## src/rtl/pixel_tap_line.sv

```systemverilog
// pixel_tap_line: DEPTH-tap pixel shift line with line framing and window strobe.
// Optional edge replication and end-of-line flush: PIXEL_TAP_EDGE_REPLICATE_EN.
module pixel_tap_line #(
   parameter int DATA_W = 24,
   parameter int DEPTH  = 11
) (
   input  logic                    clk,
   input  logic                    rst,
   input  logic [DATA_W-1:0]       pix_in,
   input  logic                    pix_valid,
   input  logic                    line_start,
   input  logic                    line_end,
   output logic                    in_ready,
   output logic [DATA_W*DEPTH-1:0] taps_out,
   output logic                    taps_valid,
   output logic                    sync_err
);

   localparam int CENTER = (DEPTH - 1) / 2;
   localparam int CW     = $clog2(DEPTH + 1);
   localparam int TW     = DATA_W * DEPTH;
`ifdef PIXEL_TAP_EDGE_REPLICATE_EN
   localparam int THR    = CENTER + 1;
   localparam int FW     = $clog2(CENTER + 1);
`else
   localparam int THR    = DEPTH;
`endif

   typedef enum logic [1:0] {IDLE, FILL, RUN, FLUSH} state_t;

   state_t          state, state_n;
   logic [CW-1:0]   cnt, cnt_n, cnt_inc;
   logic [TW-1:0]   taps, taps_n, shifted, started;
   logic            tv, tv_n;
   logic            se, se_n;
   logic            rdy, rdy_n;
   logic            acc;
`ifdef PIXEL_TAP_EDGE_REPLICATE_EN
   logic [FW-1:0]   fcnt, fcnt_n;
`endif

   assign in_ready   = rdy;
   assign taps_out   = taps;
   assign taps_valid = tv;
   assign sync_err   = se;

   always_comb begin
      state_n = state;
      cnt_n   = cnt;
      taps_n  = taps;
      tv_n    = 1'b0;
      se_n    = 1'b0;
      rdy_n   = rdy;
`ifdef PIXEL_TAP_EDGE_REPLICATE_EN
      fcnt_n  = fcnt;
      started = {DEPTH{pix_in}};
`else
      started = {taps[TW-DATA_W-1:0], pix_in};
`endif
      acc     = pix_valid && rdy;
      cnt_inc = (cnt == CW'(DEPTH)) ? cnt : cnt + 1'b1;
      shifted = {taps[TW-DATA_W-1:0], pix_in};

      unique case (state)
         IDLE, FILL, RUN: begin
            if (acc) begin
               if (line_start) begin
                  // a start inside an open line abandons that line
                  se_n    = (state != IDLE);
                  taps_n  = started;
                  cnt_n   = CW'(1);
                  state_n = FILL;
               end else if (state == IDLE) begin
                  se_n = 1'b1;
               end else begin
                  taps_n = shifted;
                  cnt_n  = cnt_inc;
                  if (cnt_inc >= CW'(THR)) begin
                     tv_n    = 1'b1;
                     state_n = RUN;
                  end
               end
               if (line_end && (line_start || state != IDLE)) begin
`ifdef PIXEL_TAP_EDGE_REPLICATE_EN
                  state_n = FLUSH;
                  rdy_n   = 1'b0;
                  fcnt_n  = '0;
`else
                  state_n = IDLE;
`endif
               end
            end
         end
         FLUSH: begin
`ifdef PIXEL_TAP_EDGE_REPLICATE_EN
            se_n   = pix_valid;
            // tap0 already holds the last pixel, so recirculate it
            taps_n = {taps[TW-DATA_W-1:0], taps[DATA_W-1:0]};
            cnt_n  = cnt_inc;
            tv_n   = (cnt_inc >= CW'(THR));
            fcnt_n = fcnt + 1'b1;
            if (fcnt == FW'(CENTER - 1)) begin
               state_n = IDLE;
               rdy_n   = 1'b1;
            end
`else
            state_n = IDLE;
`endif
         end
      endcase
   end

   always_ff @(posedge clk) begin
      if (rst) begin
         state <= IDLE;
         cnt   <= '0;
         taps  <= '0;
         tv    <= 1'b0;
         se    <= 1'b0;
         rdy   <= 1'b1;
`ifdef PIXEL_TAP_EDGE_REPLICATE_EN
         fcnt  <= '0;
`endif
      end else begin
         state <= state_n;
         cnt   <= cnt_n;
         taps  <= taps_n;
         tv    <= tv_n;
         se    <= se_n;
         rdy   <= rdy_n;
`ifdef PIXEL_TAP_EDGE_REPLICATE_EN
         fcnt  <= fcnt_n;
`endif
      end
   end

endmodule

```

## config.mk

```make
export PLATFORM = sky130hd
export DESIGN_NAME = pixel_tap_line
export DESIGN_NICKNAME = d
export VERILOG_FILES = /design/src/rtl/pixel_tap_line.sv
export SDC_FILE = /design/constraint.sdc
export NUM_CORES = 1
export LEC_CHECK = 0
export ABC_AREA = 1
export BUFFER_PORTS_ARGS = -buffer_cell sky130_fd_sc_hd__buf_4
export CAP_MARGIN = 10
export CORE_UTILIZATION = 46
export DETAILED_ROUTE_END_ITERATION = 10
export PLACE_DENSITY = 0.86
export RECOVER_POWER = 50
export SLEW_MARGIN = 5
export SYNTH_ARGS = -nofsm -noshare
export SYNTH_HDL_FRONTEND = slang
export SYNTH_SLANG_ARGS = --single-unit
```

## constraint.sdc

```tcl
create_clock -name clk -period 1.6 [get_ports clk]
set_clock_uncertainty 0.1 [all_clocks]
set_input_delay 0.32 -clock clk [delete_from_list [all_inputs] [get_ports clk]]
set_output_delay 0.32 -clock clk [all_outputs]
set_load 0.05 [all_outputs]
```

; ---- Word-level counts from Yosys, hierarchy flattened
; Cells that the tools add are included.
[classes]
n_addsub = 1
order_cmp = 1
eq_ne = 8
n_mux = 14
n_bitwise = 2
n_reduce_logical = 9
[op_table]
columns = operator, n
row1 = $mux W264, 2
row2 = $mux W4, 3
row3 = $mux W2, 5
row4 = $ne A4 B4 Y1 const B, 2
row5 = $reduce_and A3 Y1, 2
row6 = $reduce_or A3 Y1, 2
row7 = $reduce_or A5 Y1, 1
row8 = $add A4 B1 Y4 const B, 1
row9 = $eq A2 B2 Y1 const B, 2
row10 = $eq A4 B4 Y1 const B, 1
row11 = $ge A4 B4 Y1 const B, 1
row12 = $ne A2 B2 Y1 const B, 2
row13 = $pmux W2 S2, 1
row14 = $mux W1, 3
row15 = $eq A2 B1 Y1 const B, 1
row16 = $logic_not A2 Y1, 1
row17 = $not A1 Y1, 2
row18 = $reduce_bool A2 Y1, 1
row19 = $logic_and A1 B1 Y1, 1
row20 = $logic_or A1 B1 Y1, 1
[word_totals]
ff_bits = 272
inputBits = 29
elab_cells = 40

; ---- Logic depth before layout (Yosys ltp)
; Gate-level depths: netlist of run 1.
[depth]
ltp_word = 9
mapped_depth = 11
mapped_depth_nobuf = 11

; ---- Least setup slack after synthesis of run 1
; No wires, ideal clock.
[synth_timing]
kind = flip-flop to flip-flop
start = register state[1]
end = register taps[188], in the netlist taps_out[188]
setup_time_ps = 116
arrival_time_ps = 1311
required_ps = 1384
slack_ps = 73
stages_incl_launch_ff = 9
n_path_buf = 2
period_less_slack_ps = 1527
path_cell_list = dfxtp_1 -> nor2_1 -> ha_1 -> nor2_2 -> nand2_4 -> buf_4 -> buf_2 -> o21ai_0 -> nor2_1
[synth_between]
elab_chain_len = 3
word_cells_on_any_way = 6
classes_between = eq/ne: 3 / reduce/logical: 3
[synth_lines]
columns = element, line_no
row1 = start: declaration, 31  ; state_t state, state_n;
row2 = start signal: assignment, 125  ; state <= state_n;
row3 = $eq A2 B1 Y1 (tied with other cells), 64  ; unique case (state)
row4 = $reduce_or A3 Y1 / $ne A2 B2 Y1 (equally long branches), -
row5 = $reduce_and A3 Y1 (no source line) (*), -
row6 = end signal: assignment, 127  ; taps <= taps_n;
row7 = end: declaration, 33  ; logic [TW-1:0] taps, taps_n, shifted, started;
; Mark *: on every way between the ends. The rest lies on a longest branch, timed or not.
; A chain may end at the register's enable or synchronous reset.

; ---- Worst setup path after layout of run 1
[layout_timing]
start = register state[0]
end = register taps[4], in the netlist taps_out[4]
; Same word-level chain as after synthesis.

==> results of run 1 <==
-- Yosys cell counts --
master	number
buf_4	8
nand2_1	17
a31oi_1	1
nand2_4	1
buf_6	22
xnor2_1	1
conb_1	1
nor4_1	2
o21ai_0	261
nand4_1	2
buf_2	28
nor2_2	1
o21ai_1	7
dfxtp_1	272
clkbuf_1	29
nor2_1	537
inv_1	8
ha_1	2
inv_2	2
nand2_2	1
a21oi_1	3
nand3_1	5
clkbuf_2	1
-- timing repair --
action | 4_1_cts | 5_1_grt
pin swaps | 3 | 10
endpoints found under the setup margin | 284 | 285
resized for setup | 82 | 199
setup buffers | 5 | 1
gates cloned | 9 | 4
hold endpoints to repair | 28 | 1
hold buffers | 24 | 1
-- registers in the layout (all words and copies together) (netlist names) --
name        count
state           2
taps_valid      1
taps_out      264
sync_err        1
cnt             4
-- routing by layer --
metal	vias up	GRT usage, %
met1	4306	32.4
met5	-	0
met4	0	7.14
li1	4563	-
met2	407	45.5
met3	59	6.50
-- worst max-delay path: stages, from the launching register on --
cell and delay, ns:
dfxtp_2 0.36, nor2_4 0.06, ha_4 0.16, nor2_4 0.12
buf_4 0.18, nand2_8 0.12, buf_16 0.20, o21ai_0 0.24
nor2_1 0.07
-- kinds of logic (layout without fill, tap and decap cells) --
family | after synthesis | count (layout) | share of synthesized area (%)
adders and majority gates | 2 | 2 | 0.261
xor gates and xnor gates | 1 | 1 | 0.0913
DFF | 272 | 272 | 56.7
and+or+nand+nor | 566 | 568 | 22.4
AOI/OAI and AO/OA | 272 | 272 | 14.2
other | 1 | 1 | 0.0391
buffers and inverters | 98 | 437 | 6.24
-- worst max path at each step --
stage / endpoint / slack (ns) / depth (start not counted)
after floorplan: taps_out[188]$_SDFFE_PP0P_ / 0.07 / 8
after global placement: taps_out[210]$_SDFFE_PP0P_ / -0.22 / 8
after detailed placement: taps_out[109]$_SDFFE_PP0P_ / -0.29 / 8
after CTS: taps_out[12]$_SDFFE_PP0P_ / -0.02 / 8
after global routing: taps_out[205]$_SDFFE_PP0P_ / -0.16 / 8
final: taps_out[4]$_SDFFE_PP0P_ / -0.14 / 8
-- cell type report --
class	instances	area, um2
clock inverters	18	156
well taps	270	338
flip-flops and latches	272	5460
repair buffers	372	3330
multi-input cells	844	3800
clock buffers	35	768
inverters	10	58.8
fillers	1499	6420
repair inverters	2	25.0
-- where the power goes --
group,internal [mW],switching (mW),leakage [nW]
registers,7.43,0.593,2.25
logic,1.76,3.78,3.54
clock network,3.75,2.70,0.461
total,12.9,7.08,6.25
-- stage by stage --
step / area, um2 / power [mW] / std cells / hold slack [ns]
floorplan: 9600 / 11.5 / 1212 / 0.289
global placement: 12000 / 13.0 / 1726 / 0.363
detailed placement: 12000 / 13.1 / 1726 / 0.378
CTS: 13600 / 19.8 / 1817 / 0.0176
global route: 13900 / 20.8 / 1823 / 0.0994
finish: 13900 / 20.0 / 1823 / 0.0654
==> metrics.txt, run 1 <==
outcome finished, violations left; failing checks setup timing; H-tree level count 1; Max Slew Vio Count 0; Final Hold Fails 0; synthesized area per cell 7.92 um2; CTS tree built; vias per inst 5.12; clk buf depth 3; HPWL Detailed 18600 um; worst min-delay path endpoint state[0]$_SDFFE_PP0P_; DR WL/cell 16.7 um; Layout area overhead 45.2%; # IOs 296; Cell Area, Synth 9600 um2; final net count 1562; RSZ-0062 raised after global routing yes; Worst EP required 1.91 ns; Unique masters post-synth 23; peak supply drop 1.19 mV; register bit total from synthesis 272; die width 146 um; R2R Path End taps_out[4]$_SDFFE_PP0P_; Vert. Die Dim 146 um; Final ANT Viol Nets 0; first-pass GRT wire length 45400 um; row count 52; most frequent cells in the layout nor2_1 (509), buf_4 (304), dfxtp_1 (259); max-cap viol count 0; synth top area cells dfxtp_1 (57%), nor2_1 (21%), o21ai_0 (14%); largest area contributor in the netlist dfxtp_1; CP endpoint kind register; met3 WL 2920 um; uppermost layer routed met4; CP startpoint kind register; period utilization 109%; RD Place Congestion 0.880; CTS root buffer clkbuf_16; Synth warnings 0; antenna cells 0; maximum clock frequency 574 MHz; total global routing overflow 0; via count 9335; number of detailed-route iterations in the first pass 5; CP Class register to register; initial antenna violation count 0; share of the synthesized area in the top cell type 56.7%; FF-to-FF setup slack -0.14 ns; Setup WS post-layout -0.141 ns; GRT Overall Usage 26.3%; CP max FO 26; Finished Core Util 68.5%; hold depth 6; port bufs 294; met2 wire length 14700 um; worst min path class input pin to register; post-layout min period 1.74 ns; CORE AREA 20400 um2; clock sink count 272; largest net degree at the start of global routing 65; Arrival @ worst endpoint 2.05 ns; fraction of layout cells with a size suffix above 1 30.1%; Worst-path clk slew 0.06 ns; pre-CTS setup slack -0.287 ns; PwrDens 1440 nW/um2; Final setup viols 158; DRT Wirelength 30500 um; wl on met1 12100 um; min-delay src line_end; cts bufs inserted 29; worst-case reg-to-reg path depth 8; Post-Syn Nets 1243; Clk Latency, worst-skew pair 0.53 ns; initial drt markers 471; Remaining DRCs 0; vias in the first global route 8507; Synth Instances 1212; Starting Density 47.1%; die area 21400 um2; Critical R2R Launch state[0]$_SDFFE_PP0P_; commonest non-fill, non-tap cell in the layout nor2_1; CP startpoint state[0]$_SDFFE_PP0P_; Pleak 6.25 nW; register area share after synthesis 56.7%; setup_tns -3.81 ns
Note: power is estimated with default switching activity, not from simulation.
==> run 2: changes to the inputs <==
--- a/config.mk
+++ b/config.mk
@@ -8,6 +8,7 @@
 export ABC_AREA = 1
 export BUFFER_PORTS_ARGS = -buffer_cell sky130_fd_sc_hd__buf_4
 export CAP_MARGIN = 10
+export CORE_MARGIN = 2
 export CORE_UTILIZATION = 46
 export DETAILED_ROUTE_END_ITERATION = 10
 export PLACE_DENSITY = 0.86
==> run 2 against run 1 <==
The flow still finishes with violations (setup timing). Sequential power about the same. Core utilization increased by 0.25 points. Total power increased by 0.23%. Count of clock-buffer cells in the layout increased by 5. Global-route usage decreased by 1.2 points. Worst hold slack got worse by 0.0036 ns. Non-clock buffer count increased by 1. Flip-flop and latch count unchanged. Combinational power about the same. Critical path depth unchanged.
==> metrics.txt, run 2 (synthesized netlist as in run 1, its figures left out) <==
outcome finished, violations left; failing checks setup timing; initial drt markers 476 (+1.1%); final net count 1558 (-0.26%); fraction of layout cells with a size suffix above 1 30.1% (about the same); storage element area 5460 um2 (unchanged); Starting Density 47.1% (unchanged); die area 22000 um2 (+2.8%); DRT Wirelength 31200 um (+2.5%); max FFs per register 264 (unchanged); Placed Area 12200 um2 (+1.2%); worst-case reg-to-reg path depth 8 (unchanged); cts bufs inserted 27 (-6.9%); CP Class register to register; Critical R2R Launch state[1]$_SDFFE_PP0P_; hold slack 0.0618 ns (-0.00361 ns); Clk Latency, worst-skew pair 0.54 ns (about the same); FF-to-FF setup slack -0.12 ns (+0.02 ns); period utilization 107% (-1.3 points); clk buf depth 3 (unchanged); HPWL Detailed 18800 um (+1.5%); Final setup viols 63 (-60%); pre-CTS setup slack -0.263 ns (+0.0241 ns); most frequent cells in the layout nor2_1 (529), buf_4 (289), dfxtp_1 (259); area of the multi-input gates 3780 um2 (-0.66%); post-layout min period 1.72 ns (-0.0209 ns); DR WL/cell 17.2 um (+2.9%); Arrival @ worst endpoint 2.04 ns (about the same); min-delay src pix_valid; Remaining DRCs 0 (unchanged); H-tree level count 1 (unchanged); Final Hold Fails 0 (unchanged); CP startpoint kind register; Worst EP required 1.92 ns (about the same); RD Place Congestion 0.822 (-6.6%); CP startpoint state[1]$_SDFFE_PP0P_; Max Slew Vio Count 0 (unchanged); fill count 1419 (-5.3%); vias in the first global route 8611 (+1.2%); antenna cells 0 (unchanged); worst min-delay path endpoint sync_err$_SDFF_PP0_; commonest non-fill, non-tap cell in the layout nor2_1; PwrDens 1430 nW/um2 (-0.13%); CP endpoint kind register; Layout area overhead 45.8%; hold depth 3 (-3); RSZ-0062 raised after global routing yes; die width 148 um (+1.4%); CTS tree built; R2R Path End taps_out[10]$_SDFFE_PP0P_; first-pass GRT wire length 45000 um (-1.0%); max-cap viol count 0 (unchanged); initial antenna violation count 0 (unchanged); number of detailed-route iterations in the first pass 5 (unchanged); clock sink count 272 (unchanged); GRT Overall Usage 25.1% (-1.2 points); Pleak 6.28 nW (+0.59%); CP max FO 25 (-3.8%); peak supply drop 0.977 mV (-18%); Vert. Die Dim 148 um (+1.4%); Finished Core Util 68.7% (+0.25 points); CTS root buffer clkbuf_16; Setup WS post-layout -0.120 ns (+0.0209 ns); Final Cell Area 14000 um2 (+0.36%); largest net degree at the start of global routing 78 (+20%); post-placement cell count 1730 (+0.23%); Worst-path clk slew 0.06 ns (about the same); Finished Layout Cells 1816 (-0.38%); row count 52 (unchanged); via count 9450 (+1.2%); maximum clock frequency 581 MHz (+1.2%); total global routing overflow 0 (unchanged); # IOs 296 (unchanged); vias per inst 5.20 (+1.6%); port bufs 294 (unchanged); worst min path class input pin to register; Final ANT Viol Nets 0 (unchanged); CORE AREA 20400 um2 (unchanged)
[run 2: critical path: stages, from the launching register on]
cell and delay (ns):
dfxtp_2 0.33, nor2_2 0.05, ha_2 0.18, nor2_4 0.16
nand2_8 0.13, buf_12 0.19, buf_12 0.16, o21ai_0 0.21
nor2_1 0.09
[run 2: cell type report]
class                      count  area share, %
sequential                   272           39.1
multi-input combinational    843           27.0
timing repair buffer         373           24.5
clock buffer                  40           6.04
tap                          270           2.41
clock inverter                 8          0.528
inverter                      10          0.420
[run 2: where the power goes]
part / internal (mW) / switching [mW]
registers: 7.43 / 0.613
logic: 1.78 / 3.80
clock network: 3.79 / 2.65
[run 2: repair_timing]
item | CTS | global route
hold buffers | 25 | 0
endpoints found under the setup margin | 293 | 275
endpoints found under the hold margin | 29 | 0
gates resized for setup | 122 | 162
cloned | 3 | 7
pin swaps | 2 | 0
buffers inserted | 1 | 2
[run 2: layer usage]
metal  track usage, %  up-vias  share of wire [%]
li1                 -     4543                  -
met1             30.3     4369                 40
met2             43.4      458                 48
met3             6.69       80                9.1
met4             8.86        0                2.9
met5                0        -                  0
[run 2: per-stage QoR]
stage               power, mW  TNS, ns
finish                   20.1    -1.62
global route             20.8   -13.46
CTS                      19.8   -0.439
detailed placement       13.1   -40.71
global placement         13.0   -38.29
floorplan                11.5        0
[run 2: worst max path at each step]
| stage | endpoint | depth (start not counted) |
|---|---|---|
| floorplan | taps_out[188]$_SDFFE_PP0P_ | 8 |
| global placement | taps_out[124]$_SDFFE_PP0P_ | 8 |
| detailed placement | taps_out[124]$_SDFFE_PP0P_ | 8 |
| CTS | taps_out[93]$_SDFFE_PP0P_ | 8 |
| global route | taps_out[13]$_SDFFE_PP0P_ | 8 |
| finish | taps_out[10]$_SDFFE_PP0P_ | 8 |
